`src/rtl/pulse_pkg.sv`:
```
// Shared definitions for the instruction-cycle pulse sequencer.
// The state encoding is exported so debug/console logic can decode it.
package pulse_pkg;

    typedef enum logic [2:0] {
        IDLE    = 3'd0,
        RD_REQ  = 3'd1,
        RD_WAIT = 3'd2,
        OP_REQ  = 3'd3,
        OP_WAIT = 3'd4,
        WR_REQ  = 3'd5,
        WR_WAIT = 3'd6
    } pulse_state_e;

endpackage

```
`src/rtl/pulse.sv`:
```
// Machine-cycle sequencer: memory read, operate, memory write, each issued as a
// one-cycle request strobe followed by a wait for its one-cycle completion.
module pulse
    import pulse_pkg::*;
(
    input  logic clk,
    input  logic resetn,
    input  logic start_pulse,
    output logic mem_read_pulse,
    output logic mem_write_pulse,
    input  logic mem_reply,
    output logic operate_pulse,
    input  logic operate_reply
);

    // Handshake: each request is high for exactly the one cycle the FSM spends
    // in its REQ state; a reply is accepted only while in the matching WAIT
    // state, so a reply coincident with its own request strobe is dropped.
    pulse_state_e state_q, state_d;
    logic         mem_read_q, mem_read_d;
    logic         operate_q, operate_d;
    logic         mem_write_q, mem_write_d;

    always_comb begin
        state_d = state_q;
        unique case (state_q)
            IDLE:    if (start_pulse)   state_d = RD_REQ;
            RD_REQ:                     state_d = RD_WAIT;
            RD_WAIT: if (mem_reply)     state_d = OP_REQ;
            OP_REQ:                     state_d = OP_WAIT;
            OP_WAIT: if (operate_reply) state_d = WR_REQ;
            WR_REQ:                     state_d = WR_WAIT;
            WR_WAIT: if (mem_reply)     state_d = IDLE;
            default:                    state_d = IDLE;
        endcase

        // Outputs are registered copies of "entering a REQ state".
        mem_read_d  = (state_d == RD_REQ);
        operate_d   = (state_d == OP_REQ);
        mem_write_d = (state_d == WR_REQ);
    end

    always_ff @(posedge clk) begin
        if (resetn) begin
            state_q     <= IDLE;
            mem_read_q  <= 1'b0;
            operate_q   <= 1'b0;
            mem_write_q <= 1'b0;
        end else begin
            state_q     <= state_d;
            mem_read_q  <= mem_read_d;
            operate_q   <= operate_d;
            mem_write_q <= mem_write_d;
        end
    end

    assign mem_read_pulse  = mem_read_q;
    assign operate_pulse   = operate_q;
    assign mem_write_pulse = mem_write_q;

endmodule

```
`config.mk`:
```
export PLATFORM = sky130hd
export DESIGN_NAME = pulse
export DESIGN_NICKNAME = d
export VERILOG_FILES = /design/src/rtl/pulse_pkg.sv /design/src/rtl/pulse.sv
export SDC_FILE = /design/constraint.sdc
export NUM_CORES = 1
export LEC_CHECK = 0
export CAP_MARGIN = 15
export CORE_AREA = 5 5 42 44
export DETAILED_ROUTE_END_ITERATION = 7
export DIE_AREA = 0 0 47 49
export PLACE_DENSITY = 0.35
export SLEW_MARGIN = 20
export SYNTH_ARGS = -nofsm -noshare
export SYNTH_HDL_FRONTEND = slang
export SYNTH_SLANG_ARGS = --single-unit
```
`constraint.sdc`:
```
create_clock -name clk -period 2.3 [get_ports clk]
set_clock_uncertainty 0.05 [all_clocks]
set_input_delay 0.23 -clock clk [delete_from_list [all_inputs] [get_ports clk]]
set_output_delay 0.23 -clock clk [all_outputs]
set_load 0.005 [all_outputs]
```
==> results.yml <==
global_routing:
  globalRouteTotalUtil: 0.0522
  grt_pass1_vias: 178
  grt_max_degree: 9
  grt_pass1_wl_um: 745
  overflow: 0
  antenna_found_initial: 0
clock_tree:
  clkTransAtPathRegs_ps: 50
  cts_buffer_depth: 2
  htree_levels: 1
  ctsRootBufferMaster: "clkbuf_4"
  clk_latency_ps: 240
  clock-sinks: 6
  post_cts_buffers: 0
  cts_tree: "done"
  cts_hold_buf: 0
  cts_resized: 0
  numCtsBuffers: 3
setup_path:
  worstPathRequired_ps: 2020
  critical_path.top_delay_family: "buffers and inverters"
  crit_slowest_cell: "clkdlybuf4s50_1"
  path_class: "reg2out"
  crit_chain: "clkdlybuf4s50_1"
  start_kind: "register"
  critPathMaxStageDelay_ps: 490
  worst-path-buf-inv: 1
  crit_path_end_kind: "output port"
  arrival_ps: 1030
  crit_fanout: 1
final_layout:
  final_common_cell: "clkdlybuf4s50_1"
  syn_to_final_growth_pct: 46.0
  layout-drive-gt1-share: 0.188
  final_cell_mix: "clkdlybuf4s50_1, dfxtp_1, clkbuf_4"
  final_nets: 39
  antenna_cells: 0
  fin_area_um2: 342
flow_run:
  cap_violations: 0
timing:
  hold_viol: 0
  finalCriticalPeriod_ps: 1310
  timing.hold.ws_ps: 488
  min_period_over_period: 0.570
  tightest_slew_ps: 292
  max_freq_mhz: 762
  setup_viol: 0
  finalSetupTns_ps: 0
  drv_slew: 0
  rsz0062_at_grt: "no"
  slew_headroom: 0.805
placed_design:
  postPlaceCellArea_um2: 319
  io_buffers: 7
  place_congestion: 0.794
floorplanning:
  core_area_um2: 1400
  die-area_um2: 2300
  dieHeight_um: 49
  die_w_um: 47
  rows: 14
  start_util: 0.167
  ioPinCount: 8
route:
  drtPass1Iterations: 3
  vias: 193
  drt_iter0_markers: 3
  routed_wl_um: 470
  drt-wirelength-per-cell_um: 9.79
  drc: 0
  vias_per_cell: 4.02
  ant_nets: 0
power_and_ir_drop:
  p_seq_frac: 0.484
  pwr-share-clk: 0.399
  leakage_nw: 0.119
  p_sw_frac: 0.232
  power.density_nw_per_um2: 716
  p_sw_mw: 0.0568
  power_mw: 0.244
  p_int_mw: 0.188
  combPwrFrac: 0.117
  vdd_drop_max_uv: 233
logic_synthesis:
  synth_area_leader_cell: "dfxtp_1"
  yosysTopAreaCellShare: 0.513
  synth_cells: 23
  syn_area_um2: 234
  synth_nets: 28
  ys_seq_elements: 6
  ys_seq_area_frac: 0.513
  yosysWarnings: 0
  netlist-cell-type-count: 13
  synthTopCellsByArea: "dfxtp_1, mux2i_1, nor3_2"
  synth.avg_cell_area_um2: 10.2
status:
  status: "finished, final reports clean"
min_path:
  min_path_type: "reg2reg"
-- path summary, 6_finish.rpt --
| kind | slack (ps) | from | to | cells past startpoint |
|---|---|---|---|---|
| worst max-delay path | 990 | operate_pulse | operate_pulse | 1 |
| worst max register to register | 1190 | state_q[2] | state_q[0] | 3 |
| worst min-delay path | 490 | state_q[2] | mem_write_pulse | 2 |
| worst min register to register | 490 | state_q[2] | mem_write_pulse | 2 |
-- registers in the layout (all words and copies together), names as in the netlist --
signal and flops:
state_q 3, mem_read_pulse 1, mem_write_pulse 1, operate_pulse 1
-- metrics by stage --
step / setup WS, ps / instances / util
global route: 935 / 48 / 0.244
finish: 988 / 48 / 0.244
detailed placement: 1030 / 45 / 0.228
global placement: 1050 / 45 / 0.228
floorplan: 1320 / 23 / -
CTS: 969 / 48 / 0.244
-- worst min-delay path: stages, from the launching register on --
cell     delay, ps
dfxtp_1        370
nand2_1         80
nor4_1          40
-- power groups by stage --
stage                     Sequential, mW  Clock [mW]  Combinational [mW]
after floorplan                    0.116           0              0.0179
after global placement             0.120           0              0.0289
after detailed placement           0.120           0              0.0290
after CTS                          0.118       0.105              0.0291
after global routing               0.119       0.109              0.0312
final                              0.118      0.0975              0.0286
-- cell type report --
type	count	area, um2
Timing Repair Buffer	7	70.1
Tap cell	16	20.0
Sequential cell	6	120
Clock buffer	3	22.5
Fill cell	168	1060
Multi-Input combinational cell	16	109
-- Yosys cell counts, drive strengths merged --
master   count
nor2b        1
a22oi        1
dfxtp        6
o21ai        1
nand2b       1
a21oi        1
buf          1
a2bb2oi      1
nor3         2
mux2i        2
nor2         2
nand2        2
nor4         2
-- kinds of logic after synthesis --
group,after synthesis,synth area share
AO/OA/AOI/OAI,4,0.112
multiplexers,2,0.0856
flip-flops,6,0.513
AND/OR/NAND/NOR,10,0.267
buffers and inverters,1,0.0214
-- per-layer routing --
metal,track usage,part of all wire,up-vias
met4,0.0691,0.030,0
met2,0.0566,0.42,6
met1,0.0553,0.45,84
met5,0,0,-
met3,0.0332,0.091,2
li1,-,-,101
(Power assumes the default switching activity.)
